$ cat src/rtl/rom_load_ctrl_if.sv
// Bundles the loader, CPU-read and ROM-port signals of rom_load_ctrl.
// slave: the controller's view; master: the surrounding system (data_io, CPU, ROM, status sinks).
// Pure wiring, no state.
interface rom_load_ctrl_if #(
    parameter int ROM_AW = 14
);
    logic              dio_download;
    logic              dio_write;
    logic [24:0]       dio_addr;
    logic [7:0]        dio_data;
    logic              cpu_mreq_n;
    logic              cpu_rd_n;
    logic [15:0]       cpu_addr;
    logic [ROM_AW-1:0] mem_addr;
    logic [7:0]        mem_din;
    logic              mem_wren;
    logic              mem_rden;
    logic              cpu_reset_req;
    logic              rom_loaded;
    logic              load_error;
    logic [15:0]       byte_count;
    logic [7:0]        rom_checksum;

    modport slave (
        input  dio_download, dio_write, dio_addr, dio_data,
        input  cpu_mreq_n, cpu_rd_n, cpu_addr,
        output mem_addr, mem_din, mem_wren, mem_rden,
        output cpu_reset_req, rom_loaded, load_error, byte_count, rom_checksum
    );

    modport master (
        output dio_download, dio_write, dio_addr, dio_data,
        output cpu_mreq_n, cpu_rd_n, cpu_addr,
        input  mem_addr, mem_din, mem_wren, mem_rden,
        input  cpu_reset_req, rom_loaded, load_error, byte_count, rom_checksum
    );
endinterface

$ cat src/rtl/rom_load_ctrl.sv
// Shares the ROM write port between the data_io download stream and CPU reads; sequences CPU reset.
// Latency: download writes reach the ROM 1 cycle after their strobe; CPU reads are combinational.
// No backpressure: every in-range strobe during a load is written, one per cycle.
module rom_load_ctrl #(
    parameter int ROM_AW       = 14,
    parameter int ROM_SIZE     = 12288,
    parameter int HOLD_CYCLES  = 256,
    parameter bit REQUIRE_LOAD = 1'b1
) (
    input  logic            clock,
    input  logic            reset,
    rom_load_ctrl_if.slave  bus
);
    localparam int HCW = $clog2(HOLD_CYCLES + 1);

    typedef enum logic [2:0] {
        IDLE  = 3'd0,
        LOAD  = 3'd1,
        DRAIN = 3'd2,
        HOLD  = 3'd3,
        RUN   = 3'd4
    } state_t;

    state_t            state;
    logic [HCW-1:0]    hold_cnt;
    logic              wr_vld;
    logic [ROM_AW-1:0] wr_addr;
    logic [7:0]        wr_dat;
    logic              rom_loaded;
    logic              load_error;
    logic              cpu_reset_req;
    logic [15:0]       byte_count;
    logic [7:0]        rom_checksum;

    logic in_range;
    logic start_load;
    logic loader_owns;
    logic cpu_owns;
    logic unused_cpu_addr_hi;

    assign in_range    = bus.dio_addr < 25'(ROM_SIZE);
    // A new download preempts any non-loading state, including an in-progress hold count.
    assign start_load  = bus.dio_download && (state == IDLE || state == RUN || state == HOLD);
    assign loader_owns = (state == LOAD) || (state == DRAIN);
    assign cpu_owns    = (state == IDLE) || (state == RUN);
    // Upper CPU address bits lie outside the ROM window and are deliberately ignored.
    assign unused_cpu_addr_hi = ^bus.cpu_addr[15:ROM_AW];

    // Controller FSM, write stage, statistics and registered CPU reset request.
    always_ff @(posedge clock) begin
        if (reset) begin
            state         <= IDLE;
            hold_cnt      <= '0;
            wr_vld        <= 1'b0;
            wr_addr       <= '0;
            wr_dat        <= '0;
            rom_loaded    <= 1'b0;
            load_error    <= 1'b0;
            byte_count    <= '0;
            rom_checksum  <= '0;
            cpu_reset_req <= REQUIRE_LOAD;
        end else begin
            wr_vld <= 1'b0;
            if (start_load) begin
                state         <= LOAD;
                byte_count    <= '0;
                rom_checksum  <= '0;
                load_error    <= 1'b0;
                rom_loaded    <= 1'b0;
                cpu_reset_req <= 1'b1;
            end else begin
                case (state)
                    LOAD: begin
                        // A strobe in the same cycle download falls is still captured here.
                        if (bus.dio_write) begin
                            if (in_range) begin
                                wr_vld       <= 1'b1;
                                wr_addr      <= bus.dio_addr[ROM_AW-1:0];
                                wr_dat       <= bus.dio_data;
                                rom_checksum <= rom_checksum + bus.dio_data;
                                if (byte_count != 16'hFFFF)
                                    byte_count <= byte_count + 16'd1;
                            end else begin
                                load_error <= 1'b1;
                            end
                        end
                        if (!bus.dio_download)
                            state <= DRAIN;
                    end
                    DRAIN: begin
                        state      <= HOLD;
                        hold_cnt   <= '0;
                        rom_loaded <= !load_error;
                    end
                    HOLD: begin
                        if (hold_cnt == HCW'(HOLD_CYCLES - 1)) begin
                            if (load_error) begin
                                state         <= IDLE;
                                cpu_reset_req <= REQUIRE_LOAD && !rom_loaded;
                            end else begin
                                state         <= RUN;
                                cpu_reset_req <= 1'b0;
                            end
                        end else begin
                            hold_cnt <= hold_cnt + HCW'(1);
                        end
                    end
                    default: ;
                endcase
            end
        end
    end

    // ROM port mux: loader's write stage during LOAD/DRAIN, CPU read path otherwise.
    always_comb begin
        bus.mem_addr = loader_owns ? wr_addr : bus.cpu_addr[ROM_AW-1:0];
        bus.mem_din  = wr_dat;
        bus.mem_wren = wr_vld;
        bus.mem_rden = cpu_owns && !bus.cpu_mreq_n && !bus.cpu_rd_n;
    end

    assign bus.cpu_reset_req = cpu_reset_req;
    assign bus.rom_loaded    = rom_loaded;
    assign bus.load_error    = load_error;
    assign bus.byte_count    = byte_count;
    assign bus.rom_checksum  = rom_checksum;
endmodule

$ cat src/flat_wrapper.sv
// flat-port wrapper written by rule: the top's interface ports become plain ports
module rom_load_ctrl_flat 
#(
    parameter int ROM_AW       = 14,
    parameter int ROM_SIZE     = 12288,
    parameter int HOLD_CYCLES  = 256,
    parameter bit REQUIRE_LOAD = 1'b1
)
  (clock, reset, bus_dio_download, bus_dio_write, bus_dio_addr, bus_dio_data, bus_cpu_mreq_n, bus_cpu_rd_n, bus_cpu_addr, bus_mem_addr, bus_mem_din, bus_mem_wren, bus_mem_rden, bus_cpu_reset_req, bus_rom_loaded, bus_load_error, bus_byte_count, bus_rom_checksum);
  rom_load_ctrl_if #(.ROM_AW(ROM_AW)) bus_i ();
  input  logic clock;
  input  logic reset;
  input wire logic [$bits(bus_i.dio_download)-1:0] bus_dio_download;
  input wire logic [$bits(bus_i.dio_write)-1:0] bus_dio_write;
  input wire logic [$bits(bus_i.dio_addr)-1:0] bus_dio_addr;
  input wire logic [$bits(bus_i.dio_data)-1:0] bus_dio_data;
  input wire logic [$bits(bus_i.cpu_mreq_n)-1:0] bus_cpu_mreq_n;
  input wire logic [$bits(bus_i.cpu_rd_n)-1:0] bus_cpu_rd_n;
  input wire logic [$bits(bus_i.cpu_addr)-1:0] bus_cpu_addr;
  output wire logic [$bits(bus_i.mem_addr)-1:0] bus_mem_addr;
  output wire logic [$bits(bus_i.mem_din)-1:0] bus_mem_din;
  output wire logic [$bits(bus_i.mem_wren)-1:0] bus_mem_wren;
  output wire logic [$bits(bus_i.mem_rden)-1:0] bus_mem_rden;
  output wire logic [$bits(bus_i.cpu_reset_req)-1:0] bus_cpu_reset_req;
  output wire logic [$bits(bus_i.rom_loaded)-1:0] bus_rom_loaded;
  output wire logic [$bits(bus_i.load_error)-1:0] bus_load_error;
  output wire logic [$bits(bus_i.byte_count)-1:0] bus_byte_count;
  output wire logic [$bits(bus_i.rom_checksum)-1:0] bus_rom_checksum;
  assign bus_i.dio_download = bus_dio_download;
  assign bus_i.dio_write = bus_dio_write;
  assign bus_i.dio_addr = bus_dio_addr;
  assign bus_i.dio_data = bus_dio_data;
  assign bus_i.cpu_mreq_n = bus_cpu_mreq_n;
  assign bus_i.cpu_rd_n = bus_cpu_rd_n;
  assign bus_i.cpu_addr = bus_cpu_addr;
  assign bus_mem_addr = bus_i.mem_addr;
  assign bus_mem_din = bus_i.mem_din;
  assign bus_mem_wren = bus_i.mem_wren;
  assign bus_mem_rden = bus_i.mem_rden;
  assign bus_cpu_reset_req = bus_i.cpu_reset_req;
  assign bus_rom_loaded = bus_i.rom_loaded;
  assign bus_load_error = bus_i.load_error;
  assign bus_byte_count = bus_i.byte_count;
  assign bus_rom_checksum = bus_i.rom_checksum;
  rom_load_ctrl #(.ROM_AW(ROM_AW), .ROM_SIZE(ROM_SIZE), .HOLD_CYCLES(HOLD_CYCLES), .REQUIRE_LOAD(REQUIRE_LOAD)) u_core (.clock(clock), .reset(reset), .bus(bus_i));
endmodule
$ cat config.mk
export PLATFORM = sky130hd
export DESIGN_NAME = rom_load_ctrl_flat
export DESIGN_NICKNAME = d
export VERILOG_FILES = /design/src/rtl/rom_load_ctrl_if.sv /design/src/rtl/rom_load_ctrl.sv /design/src/flat_wrapper.sv
export SDC_FILE = /design/constraint.sdc
export NUM_CORES = 1
export LEC_CHECK = 0
export BUFFER_PORTS_ARGS = -buffer_cell sky130_fd_sc_hd__clkbuf_2
export CORE_MARGIN = 3
export CORE_UTILIZATION = 45
export DETAILED_ROUTE_END_ITERATION = 7
export GPL_TIMING_DRIVEN = 0
export PLACE_DENSITY = 0.73
export SLEW_MARGIN = 20
export SYNTH_ARGS = -nofsm -noshare
export SYNTH_HDL_FRONTEND = slang
export SYNTH_SLANG_ARGS = --single-unit
$ cat constraint.sdc
create_clock -name clock -period 4.8 [get_ports clock]
set_input_delay 0.48 -clock clock [delete_from_list [all_inputs] [get_ports clock]]
set_output_delay 0.48 -clock clock [all_outputs]
set_load 0.02 [all_outputs]
# Word level (Yosys, flattened, before mapping)
# Index checks and enable logic that the tools add are counted.
totals:
  regBits: 62
  inputBits: 55
  out_inout_bits: 51
  wordCells: 64
op_classes:
  addsub: 3
  order_cmp: 1
  n_eq_ne: 11
  mux: 10
  n_bitwise: 4
  n_reduce_logical: 24
op_table:
  columns: ["cell", "count"]
  rows:
  - ["25-bit by 14-bit less-than comparator with 1-bit output (second input constant)", 1]
  - ["9-bit case mux with 2 select lines", 1]
  - ["16-bit by 1-bit adder with 16-bit output (second input constant)", 1]
  - ["16-bit inequality test (second input constant)", 1]
  - ["3-bit AND reduction", 5]
  - ["14-bit two-way mux", 1]
  - ["9-bit by 1-bit adder with 9-bit output (second input constant)", 1]
  - ["9-bit by 8-bit == test with 1-bit output (second input constant)", 1]
  - ["3-bit two-way mux", 3]
  - ["9-bit two-way mux", 1]
  - ["3-bit case mux with 3 select lines", 1]
  - ["8-bit adder", 1]
  - ["4-bit AND reduction", 2]
  - ["3-bit by 2-bit == test with 1-bit output (second input constant)", 2]
  - ["2-bit inequality test (second input constant)", 3]
  - ["3-bit by 2-bit inequality test with 1-bit output (second input constant)", 2]
  - ["1-bit logical NOT", 4]
  - ["1-bit NOT", 4]
  - ["4-bit nonzero test", 1]
  - ["4-bit OR reduction", 1]
  - ["3-bit by 1-bit == test with 1-bit output (second input constant)", 1]
  - ["3-bit == test (second input constant)", 1]
  - ["1-bit logical AND", 3]
  - ["3-bit logical NOT", 1]
  - ["other kinds (6)", 10]

# Depth between registers and ports, before layout
depth:
  depth_word: 6
  ltp_mapped: 9
  ltp_nobuf: 9

# Least setup slack after synthesis
# Ideal clock, no wire load.
synth_path:
  kind: "register to register"
  from: "reg u_core.rom_checksum[0], in the netlist u_core.bus.rom_checksum[0]"
  to: "reg u_core.rom_checksum[6], in the netlist u_core.bus.rom_checksum[6]"
  setup_time_ns: 0.070
  arrival_ns: 2.000
  required_time_ns: 4.730
  path_slack_ns: 2.730
  path_stages_with_launch: 8
  n_path_buf: 0
  period_less_slack_ns: 2.070
  cell_sequence: "dfxtp_1 ha_1 fa_1 a21o_1 a21oi_1 or4b_2 a41o_1 a21oi_1"
synth_via:
  elab_chain_cells: 1
synth_rtl:
  columns: ["element", "line_no", "text"]
  rows:
  - ["start, declared", "rom_load_ctrl.sv:33", "logic [7:0] rom_checksum;"]
  - ["start signal, assigned", "rom_load_ctrl.sv:80", "rom_checksum <= rom_checksum + bus.dio_data;"]
  - ["8-bit adder", "rom_load_ctrl.sv:80", null]
# Every way passes these cells.
# A chain may end at the register's enable or synchronous reset.

# Final worst setup path
layout_path:
  from: "reg u_core.state[1]"
  to: "out bus_mem_addr[3]"
layout_via:
  elab_chain_cells: 3
  elab_cells_between_ends: 4
  cone_classes: "eq/ne (2); mux (1); reduce/logical (1)"
layout_rtl:
  columns: ["element", "line_no", "text"]
  rows:
  - ["start, declared", "rom_load_ctrl.sv:24", "state_t state;"]
  - ["start signal, assigned", "rom_load_ctrl.sv:52", "state <= IDLE;"]
  - ["start signal, assigned", "rom_load_ctrl.sv:65", "state <= LOAD;"]
  - ["start signal, assigned", "rom_load_ctrl.sv:88", "state <= DRAIN;"]
  - ["3-bit by 1-bit == test with 1-bit output or 3-bit by 2-bit == test with 1-bit output (tied branches)", "rom_load_ctrl.sv:44", "assign loader_owns = (state == LOAD) || (state == DRAIN);"]
  - ["1-bit logical OR (*)", "rom_load_ctrl.sv:44", null]
  - ["14-bit two-way mux (*)", "rom_load_ctrl.sv:116", "bus.mem_addr = loader_owns ? wr_addr : bus.cpu_addr[ROM_AW-1:0];"]
  - ["end, declared", "flat_wrapper.sv:20", "output wire logic [$bits(bus_i.mem_addr)-1:0] bus_mem_addr;"]
# Every way passes the cells marked *; elsewhere a longest branch is shown, timed or not.

==> impl_results.md <==
- Mapped cell area: roughly 3000 um2
- Worst Skew: roughly 9.5 ps
- Port bufs: approximately 100
- Detailed Route Iter0 Violations: ~120
- Clock root cell: clkbuf_8
- HPWL after detailed placement: a little under 6000 um
- Startpoint Class: flip-flop
- Critical path class: reg2out
- Clock Latency Late Sink: ~340 ps
- Setup Buffers After CTS: 0
- Fin crit period: around 2700 ps
- Hold Vio Cnt, Final: 0
- Critical path peak fanout: 10
- Max Cap Viol: 0
- CTS tree: built
- RSZ-0062 raised after global routing: false
- Largest family of logic cells by synthesized area: simple AND/OR/NAND/NOR gates
- CTS Sinks: between 60 and 70
- Largest net degree at the start of global routing: 12
- Synth cell types: 48
- Syn Nets: ~440
- Sequential share of the synthesized area: 0.4028
- Simple-Gate Fraction of Synth Area: 0.2562
- Clock buffer depth: 2
- Setup TNS: 0 ps
- DRC viols: 0
- Vias in the first global route: approximately 2700
- Post-synthesis mux area share: 0.06415
- Total congestion overflow: 0
- Status: complete, no violations
- Final antenna diode count: 0
- Worst-case vdd ir drop: between 0.2 and 0.25 mV
- Setup violators final: 0
- Cts repair resizes: 0
- Starting Density: 0.4745
- Worst EP required: between 4000 and 5000 ps
- Post-Route WL: roughly 7700 um
- Static leakage: 0.001606 uW
- Ranking of synthesized cells by area: dfxtp_1 (40%), nand2_1 (8.8%), a21oi_1 (8.4%), mux2_2 (5.1%), ha_1 (4.1%)
- Routability cong.: between 0.7 and 0.8
- Min-Delay Path Class: in2reg
- Fin crit share: 0.5594
- Reg clk slew, reported paths: ~70 ps
- Row count: 29
- Synth Area in XOR/XNOR: 0.02842
- Largest area contributor in the netlist: dfxtp_1
- Initial antenna violation count: 0
- Ys flop type: dfxtp_1
- Crit path DAT: roughly 2200 ps
- Ports: roughly 110
- Nets: around 550
- PwrDens: about 300 nW/um2
- Post-Syn Area per Cell: about 8.3 um2
- Post-synth EDFFs: 0
- Seq cells post-synth: 62
- Multi-input logic area: 1712 um2
- Fill count: roughly 570
- Register area: approximately 1200 um2
- Routed Antenna Nets: 0
- Die area: 7877 um2
- CP endpoint kind: output pin
- Commonest cells in the synthesized netlist: nand2_1 (72), dfxtp_1 (62), a21oi_1 (52)
- Post-Syn Instances: roughly 370
- H-tree levels: 3
- Vias: about 3000
- Wire per inst: roughly 13 um
- Area Overhead vs Synth: 27.57%
- Core Area: approximately 6500 um2
- Fmax: 0.3724 GHz
- Avg Vias per Cell: roughly 5.3
- Share of the synthesized area in the top cell type: 0.4028
- Worst Max-Slew Pin Slew: ~510 ps
- Count leader, synth: nand2_1
- Die width: approximately 90 um
- Asr flop ratio synth: 0
- Compound-Gate Fraction of Synth Area: 0.1596
- Die H: 88.76 um
- CTS Buf Count: 9
- GRT Overall Usage: 0.1985
- CTS hold repair buffers: 0
- Fin. max-slew vios: 0
- Adder-Cell Fraction of Synth Area: 0.04710
- First-pass GRT wire length: 12220 um
- DR pass1 iterations: 4
- Hold_ws: about 350 ps
- Worst relative slew slack: 0.6568
- Layout cell share with drive strength beyond 1: 0.3035
- Yosys warning count: 0
## cell type report
type / instances / share of cell area
plain buffers: 19 / 0.02323
clock buffers: 10 / 0.03246
clock inverters: 6 / 0.02801
inverters: 10 / 0.009548
multi-input cells: 281 / 0.4354
flip-flops and latches: 62 / 0.3157
well taps: 77 / 0.02451
repair buffers: 103 / 0.1311
## flip-flops by register name, indices dropped and copies added (netlist names), 3 cells and up
| register | count |
|---|---|
| u_core.bus.byte_count | 16 |
| u_core.bus.mem_din | 8 |
| u_core.bus.rom_checksum | 8 |
| u_core.hold_cnt | 9 |
| u_core.state | 3 |
| u_core.wr_addr | 14 |
## report_power, final
part | switching, uW | total, uW | internal [uW] | leakage (uW)
registers | 1.29 | 517 | 516 | 0.000500
clock network | 206 | 550 | 344 | 0.000112
logic | 63.9 | 113 | 48.9 | 0.000994
## layout by cell type, fill, tap and decap left out, types with 3 or more instances in the layout
cell,instances
nor2_1,25
nand2_1,72
nor3_1,6
or2_2,4
bufinv_16,3
a21oi_1,52
mux2_2,14
clkbuf_2,103
clkbuf_8,9
o31ai_1,4
mux2i_1,4
xnor2_1,4
ha_1,10
nand3_1,10
xor2_1,6
clkbuf_1,13
inv_1,10
dfxtp_1,62
buf_2,4
o21ai_0,14
nand4_1,6
or3_1,14
or4_1,5
## layer usage
layer,track usage,vias to the layer above,share of wire
met5,0,-,0
met4,0.05220,0,0.017
met3,0.06518,11,0.061
met2,0.3347,84,0.49
met1,0.2433,1381,0.43
li1,-,1547,-
## per-stage QoR
| step | cells | worst slack [ps] | util | total power [uW] | instance area (um2) |
|---|---|---|---|---|---|
| after global routing | 568 | 1951 | 0.6053 | 1220 | 3931 |
| after global placement | 552 | 2508 | 0.5687 | 639.7 | 3694 |
| final | 568 | 2115 | 0.6053 | 1180 | 3931 |
| after CTS | 568 | 2084 | 0.6053 | 1192 | 3931 |
| after detailed placement | 552 | 2490 | 0.5687 | 641.1 | 3694 |
| after floorplan | 372 | 2730 | - | 595.9 | 3082 |
## kinds of logic (layout without fill, tap and decap cells)
family                     after synthesis  in the layout
AOI/OAI and AO/OA                       84             84
xor gates and xnor gates                10             10
adders and majority gates               11             11
buffers and inverters                   29            148
DFF                                     62             62
muxes                                   18             18
and+or+nand+nor                        158            158
## final timing paths
| kind | start | to | slack [ps] | cells after the start |
|---|---|---|---|---|
| hold / removal | bus_dio_addr[2] | u_core.wr_addr[2] | 350 | 3 |
| hold reg to reg | u_core.wr_addr[6] | u_core.wr_addr[6] | 460 | 2 |
| setup / recovery | u_core.state[1] | bus_mem_addr[3] | 2110 | 6 |
| setup reg to reg | u_core.hold_cnt[0] | u_core.hold_cnt[7] | 2540 | 9 |
## worst max-delay path: stages (launching register included)
cell and delay, ps:
dfxtp_1 400, buf_2 250, xnor2_1 90, nor2_1 280, buf_2 320, mux2_2 370
clkbuf_2 160
Power figures use the tool's default switching activity.
